`config.mk`:
```
export PLATFORM = sky130hd
export DESIGN_NAME = pipe_stage_reg
export DESIGN_NICKNAME = d
export VERILOG_FILES = /design/src/rtl/pipe_stage_reg_pkg.sv /design/src/rtl/pipe_stage_reg_sat_counter.sv /design/src/rtl/pipe_stage_reg.sv
export SDC_FILE = /design/constraint.sdc
export NUM_CORES = 1
export LEC_CHECK = 0
export BUFFER_PORTS_ARGS = -buffer_cell sky130_fd_sc_hd__clkbuf_2
export CAP_MARGIN = 20
export CORE_ASPECT_RATIO = 0.75
export CORE_MARGIN = 2
export CORE_UTILIZATION = 50
export DETAILED_ROUTE_END_ITERATION = 10
export GPL_TIMING_DRIVEN = 0
export PLACE_DENSITY = 0.85
export SYNTH_ARGS = -nofsm -noshare
export SYNTH_HDL_FRONTEND = slang
export SYNTH_SLANG_ARGS = --single-unit
```
`constraint.sdc`:
```
create_clock -name clk -period 7.2 [get_ports clk]
set_input_delay 1.8 -clock clk [delete_from_list [all_inputs] [get_ports clk]]
set_output_delay 1.8 -clock clk [all_outputs]
set_load 0.05 [all_outputs]
```
`src/rtl/pipe_stage_reg_pkg.sv`:
```
// Shared pipeline encodings for the stage boundary registers: NOP payload
// values, stall polarity, write-enable polarity and the per-edge action type.
package pipe_stage_reg_pkg;

  localparam logic [7:0]  EXE_NOP_OP    = 8'b0000_0000;
  localparam logic [2:0]  EXE_RES_NOP   = 3'b000;
  localparam logic [4:0]  NOP_REG_ADDR  = 5'b00000;
  localparam logic        STOP          = 1'b1;
  localparam logic        NO_STOP       = 1'b0;
  localparam logic        WRITE_ENABLE  = 1'b1;
  localparam logic        WRITE_DISABLE = 1'b0;
  localparam logic [31:0] ZERO_WORD     = 32'h0000_0000;

  typedef enum logic [1:0] {
    ACT_HOLD    = 2'd0,
    ACT_CAPTURE = 2'd1,
    ACT_BUBBLE  = 2'd2,
    ACT_FLUSH   = 2'd3
  } stage_act_e;

endpackage

```
`src/rtl/pipe_stage_reg_sat_counter.sv`:
```
// Saturating event counter: counts inc pulses, sticks at all-ones, and
// clears synchronously (clear wins over inc).
module pipe_stage_reg_sat_counter #(
  parameter int CNT_W = 16
) (
  input  logic             clk,
  input  logic             clear,
  input  logic             inc,
  output logic [CNT_W-1:0] count
);

  logic [CNT_W-1:0] count_d;
  logic [CNT_W-1:0] count_q;

  always_comb begin
    count_d = count_q;
    if (inc && (count_q != {CNT_W{1'b1}})) begin
      count_d = count_q + CNT_W'(1);
    end
  end

  always_ff @(posedge clk) begin
    if (clear) begin
      count_q <= '0;
    end else begin
      count_q <= count_d;
    end
  end

  assign count = count_q;

endmodule

```
`src/rtl/pipe_stage_reg.sv`:
```
// Pipeline boundary register between two adjacent core stages, driven by the
// controller stall vector, with flush, bubble insertion and occupancy counters.
module pipe_stage_reg
  import pipe_stage_reg_pkg::*;
#(
  parameter int DATA_W   = 32,
  parameter int ADDR_W   = 5,
  parameter int ALUOP_W  = 8,
  parameter int ALUSEL_W = 3,
  parameter int STALL_W  = 6,
  parameter int STAGE    = 2,
  parameter int CNT_W    = 16
) (
  input  logic                clk,
  input  logic                rst,
  input  logic [STALL_W-1:0]  stall,
  input  logic                flush,
  input  logic                in_valid,
  input  logic [ALUOP_W-1:0]  in_aluop,
  input  logic [ALUSEL_W-1:0] in_alusel,
  input  logic [DATA_W-1:0]   in_reg1,
  input  logic [DATA_W-1:0]   in_reg2,
  input  logic [ADDR_W-1:0]   in_wd,
  input  logic                in_wreg,
  input  logic [DATA_W-1:0]   in_link_addr,
  input  logic                in_is_in_delayslot,
  input  logic                in_next_in_delayslot,
  output logic                out_valid,
  output logic [ALUOP_W-1:0]  out_aluop,
  output logic [ALUSEL_W-1:0] out_alusel,
  output logic [DATA_W-1:0]   out_reg1,
  output logic [DATA_W-1:0]   out_reg2,
  output logic [ADDR_W-1:0]   out_wd,
  output logic                out_wreg,
  output logic [DATA_W-1:0]   out_link_addr,
  output logic                out_is_in_delayslot,
  output logic                next_in_delayslot_o,
  output logic [CNT_W-1:0]    bubble_cnt,
  output logic [CNT_W-1:0]    hold_cnt,
  output logic [CNT_W-1:0]    flush_cnt
);

  localparam int PAY_W = ALUOP_W + ALUSEL_W + 3 * DATA_W + ADDR_W + 2;

  logic up;
  logic dn;
  logic unused_stall;

  // The last stage has no downstream stall bit, so a stall there is a bubble.
  if (STAGE >= STALL_W) begin : g_bad_stage
    $fatal(1, "pipe_stage_reg: STAGE (%0d) must be below STALL_W (%0d)", STAGE, STALL_W);
  end else if (STAGE == STALL_W - 1) begin : g_last_stage
    assign up = (stall[STAGE] == STOP);
    assign dn = NO_STOP;
  end else begin : g_mid_stage
    assign up = (stall[STAGE] == STOP);
    assign dn = (stall[STAGE+1] == STOP);
  end

  assign unused_stall = ^stall;

  logic [PAY_W-1:0] pay_in;
  logic [PAY_W-1:0] pay_nop;
  logic [PAY_W-1:0] pay_d;
  logic [PAY_W-1:0] pay_q;
  logic             valid_d;
  logic             valid_q;
  logic             next_ds_d;
  logic             next_ds_q;
  stage_act_e       act;

  assign pay_in  = {in_aluop, in_alusel, in_reg1, in_reg2, in_wd, in_wreg,
                    in_link_addr, in_is_in_delayslot};
  assign pay_nop = {ALUOP_W'(EXE_NOP_OP), ALUSEL_W'(EXE_RES_NOP),
                    DATA_W'(ZERO_WORD), DATA_W'(ZERO_WORD),
                    ADDR_W'(NOP_REG_ADDR), WRITE_DISABLE,
                    DATA_W'(ZERO_WORD), 1'b0};

  always_comb begin
    act = ACT_HOLD;
    if (flush) begin
      act = ACT_FLUSH;
    end else if (up && !dn) begin
      act = ACT_BUBBLE;
    end else if (!up) begin
      act = ACT_CAPTURE;
    end
  end

  // A bubble keeps next_ds so a stalled branch still marks its delay slot.
  always_comb begin
    pay_d     = pay_q;
    valid_d   = valid_q;
    next_ds_d = next_ds_q;
    unique case (act)
      ACT_FLUSH: begin
        pay_d     = pay_nop;
        valid_d   = 1'b0;
        next_ds_d = 1'b0;
      end
      ACT_BUBBLE: begin
        pay_d   = pay_nop;
        valid_d = 1'b0;
      end
      ACT_CAPTURE: begin
        pay_d     = pay_in;
        valid_d   = in_valid;
        next_ds_d = in_next_in_delayslot;
      end
      default: ;
    endcase
  end

  always_ff @(posedge clk) begin
    if (rst) begin
      pay_q     <= '0;
      valid_q   <= 1'b0;
      next_ds_q <= 1'b0;
    end else begin
      pay_q     <= pay_d;
      valid_q   <= valid_d;
      next_ds_q <= next_ds_d;
    end
  end

  assign {out_aluop, out_alusel, out_reg1, out_reg2, out_wd, out_wreg,
          out_link_addr, out_is_in_delayslot} = pay_q;
  assign out_valid           = valid_q;
  assign next_in_delayslot_o = next_ds_q;

  pipe_stage_reg_sat_counter #(.CNT_W(CNT_W)) u_bubble_cnt (
    .clk   (clk),
    .clear (rst),
    .inc   (act == ACT_BUBBLE),
    .count (bubble_cnt)
  );

  pipe_stage_reg_sat_counter #(.CNT_W(CNT_W)) u_hold_cnt (
    .clk   (clk),
    .clear (rst),
    .inc   (act == ACT_HOLD),
    .count (hold_cnt)
  );

  pipe_stage_reg_sat_counter #(.CNT_W(CNT_W)) u_flush_cnt (
    .clk   (clk),
    .clear (rst),
    .inc   (act == ACT_FLUSH),
    .count (flush_cnt)
  );

endmodule

```
* After elaboration in Yosys (flattened, before gate mapping)
Cells that the tools add are included.
Widths: inputs -> output; s select.
** Word-level totals
- Output and inout port bits :: 164
- Bits in read-only memories :: 0
- Latch bits :: 0
- Memories kept :: 0
- Bits in registers :: 164
- Logic and storage cells :: 30
- Memory bits (writable) :: 0
- Bits of input ports :: 125
** Operators by class
- Bitwise operators :: 0
- Magnitude comparators :: 0
- Div/mod/pow operators :: 0
- Multiplexer cells :: 6
- Shift operators :: 0
- $add $sub $neg :: 3
- Reductions and logical operators :: 9
- $mul :: 0
- Equality and inequality tests :: 6
** Operators by type and width (count)
- $pmux 114 s2 :: 1
- $add 16x1->16 const B :: 3
- $ne 16x16->1 const B :: 3
- $eq 2x2->1 const B :: 2
- $logic_and 1x1->1 :: 4
- $mux 2 :: 2
- $pmux 1 s2 :: 2
- $reduce_bool 2->1 :: 2
- $eq 2x1->1 const B :: 1
- $logic_not 2->1 :: 1
- $reduce_or 2->1 :: 1
- $logic_not 1->1 :: 1
- $mux 1 :: 1

* Logic depth before layout (Yosys ltp)
- Word-level depth :: 7
- Mapped depth :: 7
- Depth with buffers taken out :: 5

* Cells and area by module
Synthesis repeated with hierarchy kept, for this count alone.
** Second synthesis, totals
- Cell total of the unflattened synthesis :: 816
- Area total of the unflattened synthesis :: 7200.7 um^2
** Modules (own cells, without submodules)
- pipe_stage_reg :: times used 1, sequential area each 2322.2 um^2, cells an instance 519, area each 4655.7 um^2
- pipe_stage_reg_sat_counter :: times used 3, sequential area each 320.3 um^2, cells an instance 99, area each 848.3 um^2

* Worst setup path after synthesis
Ideal clock, no wire load.
- Path type :: input -> register
- From :: in stall[2]
- To :: reg u_bubble_cnt.count_q[11], in the netlist u_bubble_cnt.count[11]
- Cell stages on the path :: 7
- Library setup time :: 70 ps
- Arrival :: 3625 ps
- Slack :: 3505 ps
- Path buffers :: 3
- Data required time :: 7130 ps
- Cells stage by stage :: buf_4 or3b_1 buf_2 or4_1 buf_2 or4_1 a21oi_1
** On the way
- Longest elaborated chain between the ends :: 5
- Elaborated cells on any way between the ends :: 6
- Those cells by class :: eq/ne: 1; mux: 3; reduce/logical: 2
** Ends and longest elaborated chain
- from (decl) :: RTL line pipe_stage_reg.sv:16 : input logic [STALL_W-1:0] stall,
- $mux 1 / $logic_and 1x1->1 (equally long branches) :: RTL line pipe_stage_reg.sv:85, pipe_stage_reg.sv:83
- $mux 2 * :: RTL line pipe_stage_reg.sv:83 : end else if (up && !dn) begin
- $mux 2 * :: RTL line pipe_stage_reg.sv:81 : if (flush) begin
- $eq 2x2->1 * :: RTL line pipe_stage_reg.sv:134 : .inc (act == ACT_BUBBLE),
- $logic_and 1x1->1 * :: RTL line pipe_stage_reg_sat_counter.sv:17 : if (inc && (count_q != {CNT_W{1'b1}})) begin
- to (signal assigned) :: RTL line pipe_stage_reg_sat_counter.sv:26 : count_q <= count_d;
- to (decl) :: RTL line pipe_stage_reg_sat_counter.sv:13 : logic [CNT_W-1:0] count_q;
Mark *: on every way between the ends. The rest lies on a longest branch, timed or not.
A chain may end at the register's enable or synchronous reset.

* Final worst setup path
- From :: in flush
- To :: reg pay_q[42]
** On the way
- Longest elaborated chain between the ends :: 4
- Elaborated cells on any way between the ends :: 7
- Those cells by class :: eq/ne: 3; mux: 2; reduce/logical: 2
** Ends and longest elaborated chain
- from (decl) :: RTL line pipe_stage_reg.sv:17 : input logic flush,
- $mux 2 * :: RTL line pipe_stage_reg.sv:81
- $eq 2x2->1 :: RTL line pipe_stage_reg.sv:95 : unique case (act)
- $reduce_or 2->1 (no source line)
- $pmux 114 s2 / $reduce_bool 2->1 (equally long branches)
- to (signal assigned) :: RTL line pipe_stage_reg.sv:120 : pay_q <= pay_d;
- to (decl) :: RTL line pipe_stage_reg.sv:65 : logic [PAY_W-1:0] pay_q;
Marks and branches as above.

==> key figures <==
Outcome
  • Status: complete, no violations

Floorplan
  • Initial core utilization: 0.510
  • Std-Cell Rows: 35
  • Io pins: around 290
  • Die Y: 101 um
  • Core Region: 0.0122 mm2
  • Die W: 133 um
  • Die ar.: 0.0134 mm2

Clock network
  • Clock transition at path regs: 60 ps
  • Total number of H-tree levels: 4
  • Root Driver: clkbuf_16
  • CTS tree: done
  • # Post-CTS Setup Buffers: 0
  • Post-CTS Hold Fix Bufs: 0
  • Clk_lat worst skew: about 410 ps
  • CTS Buf Count: 17
  • Clock buffer depth: 2
  • Resize count post-CTS: 0
  • CTS sink cnt: 164

STA
  • Worst rel slew slack: 0.262
  • Final setup skew: between 10 and 15 ps
  • Measured slew at the worst slew-check pin: 1100 ps
  • Tmin final: between 3000 and 4000 ps
  • Setup TNS: 0 ps
  • Hold Vio Cnt, Final: 0
  • Worst hold slack: between 400 and 500 ps
  • RSZ-0062 raised after global routing: false
  • Crit share post-route: 0.502
  • Final Slew Violations: 0
  • Max Freq: ~280 MHz
  • Setup-failing EPs final: 0

GRT
  • Initial antenna violation count: 0
  • Number of global-route vias before repair: 5,762
  • Tot GR Track Use: 0.270
  • Pin count of the biggest net entering global routing: 17
  • First-pass GRT wire length: just under 30,000 um
  • Grt total ovfl: 0

Yosys
  • Post-Synthesis Cells: 687
  • Post-synth top cells: dfxtp_1 (164), nor2_1 (134), a22oi_1 (115)
  • Post-synthesis sequential area ratio: 0.527
  • Synth Cell Area: 0.00623 mm2
  • Post-synth EDFFs: 0
  • Dominant cell type by area after synthesis: dfxtp_1
  • Yosys reg bits: about 160
  • Synth cell types: 36
  • Top FF cell, synth: dfxtp_1
  • Count leader, synth: dfxtp_1
  • Yosys warns: 0
  • Avg Cell Area, Syn: 9.07 um2
  • Synthesized net count: 815
  • Post-synth ARST share: 0
  • Synth area leaders: dfxtp_1 (53%), a22oi_1 (14%), nor2_1 (8.1%)
  • Post-synth top area share: 0.527

Final layout
  • Fillers: around 1,000
  • Layout cell share with drive strength beyond 1: 0.323
  • Area grow syn2layout: 34.6%
  • Layout net count: roughly 1,100
  • Diodes inserted: 0

Power and ir drop
  • Tot Pwr: 1.97 mW
  • Worst-case vdd ir drop: between 0.15 and 0.2 mV
  • LEAKAGE: around 3.5 nW
  • Pwr/cell area: ~240 mW/mm2

Critical path
  • Required @ worst endpoint: roughly 7500 ps
  • Worst Setup Path Type: input port to flop
  • Max FO, Critical Path: 10
  • CP startpoint kind: input port
  • Critical Path Sink Type: flop
  • Critical Path AT: 3950 ps

Flow run
  • Max capacitance violation total: 0

Min path
  • HP Class: flop to flop

Detailed routing
  • Detailed-route via count: 6,539
  • Post-route DRC violation count: 0
  • Routed wire length: 18,700 um
  • Antenna Nets Post-Route: 0
  • DR vias/cell: 5.60
  • Starting DRT DRC Count: 590
  • DR WL/cell: 16.1 um
  • DRT Pass-1 Iters: 5

Place
  • Routability cong.: 0.917
  • Port buffer count: approximately 280
  • HPWL Detailed: 13,900 um
-- kinds of logic after synthesis --
group	synth area share
buffers and inverters	0.0396
multiplexers	0.0169
adder cells (fa/ha/maj)	0.00603
flip-flops	0.527
AND/OR/NAND/NOR	0.202
AO/OA/AOI/OAI	0.208
-- critical path, cell delays in order --
cell and delay (ps):
clkbuf_2 150, clkbuf_1 260, nor2_1 570, clkbuf_1 470, buf_1 410, a22oi_1 170, nor2_1 120
-- through the flow --
| step | util | worst slack, ps | cell area (um2) | instances |
|---|---|---|---|---|
| 2_1_floorplan | - | 3500 | 6230 | 687 |
| 3_3_place_gp | 0.642 | 3240 | 7850 | 1135 |
| 3_5_place_dp | 0.642 | 3190 | 7850 | 1135 |
| 4_1_cts | 0.686 | 3610 | 8380 | 1167 |
| 5_1_grt | 0.686 | 3370 | 8380 | 1167 |
| 6_report | 0.686 | 3590 | 8380 | 1167 |
-- cell type report --
| cell class | instances | area, um2 | share of cell area |
|---|---|---|---|
| clock inverters | 13 | 103 | 0.0122 |
| well taps | 166 | 208 | 0.0248 |
| flip-flops and latches | 164 | 3280 | 0.392 |
| inverters | 11 | 41.3 | 0.00492 |
| clock buffers | 19 | 433 | 0.0516 |
| multi-input cells | 459 | 2700 | 0.322 |
| plain buffers | 53 | 205 | 0.0245 |
| repair buffers | 282 | 1410 | 0.168 |
-- layer usage --
layer | track usage | vias to the layer above | wire, um
li1 | - | 3135 | -
met1 | 0.358 | 3054 | 7920
met2 | 0.434 | 323 | 8890
met3 | 0.0744 | 27 | 1620
met4 | 0.0835 | 0 | 320
met5 | 0 | - | 0
-- flip-flops by register name, indices dropped and copies added, names as in the netlist --
signal / flops
pay_q: 114
u_flush_cnt.count: 16
u_hold_cnt.count: 16
u_bubble_cnt.count: 16
next_in_delayslot_o: 1
out_valid: 1
-- path summary, 6_finish.rpt --
path,startpoint,end,slack [ps],cells past startpoint
max reg2reg,u_bubble_cnt.count[0]$_SDFFE_PP0P_,u_bubble_cnt.count[1]$_SDFFE_PP0P_,4720,6
max,flush,pay_q[42]$_SDFFE_PP0P_,3590,7
min,pay_q[79]$_SDFFE_PP0P_,pay_q[79]$_SDFFE_PP0P_,500,2
min reg2reg,pay_q[79]$_SDFFE_PP0P_,pay_q[79]$_SDFFE_PP0P_,500,2
-- cells in the final DEF (no fill, tap or decap), types with 2 or more instances in the layout --
master,instances
or3_1,12
clkinv_4,3
and3_1,3
nand2_1,13
mux2_2,4
o31ai_1,21
buf_1,7
nand2b_1,5
a21oi_1,34
and4_1,3
clkinvlp_4,5
clkbuf_16,17
inv_1,11
inv_6,2
nand3_1,15
nand4_1,15
or2_2,4
nor2_1,134
clkbuf_2,282
buf_2,2
nor2b_1,5
nand3b_1,2
nor4_1,10
or4_1,22
clkinv_2,2
dfxtp_1,164
clkbuf_1,45
ha_1,3
mux2i_1,6
nor3_1,11
a22oi_1,115
o21ai_0,12
a31oi_1,2
-- where the power goes --
| group | total [mW] | internal (mW) | switching (mW) | leakage (nW) |
|---|---|---|---|---|
| logic | 0.211 | 0.0638 | 0.147 | 1.93 |
| registers | 0.942 | 0.928 | 0.0135 | 1.33 |
| clock network | 0.818 | 0.446 | 0.372 | 0.248 |
| total | 1.97 | 1.44 | 0.533 | 3.51 |
Power figures use the tool's default switching activity.
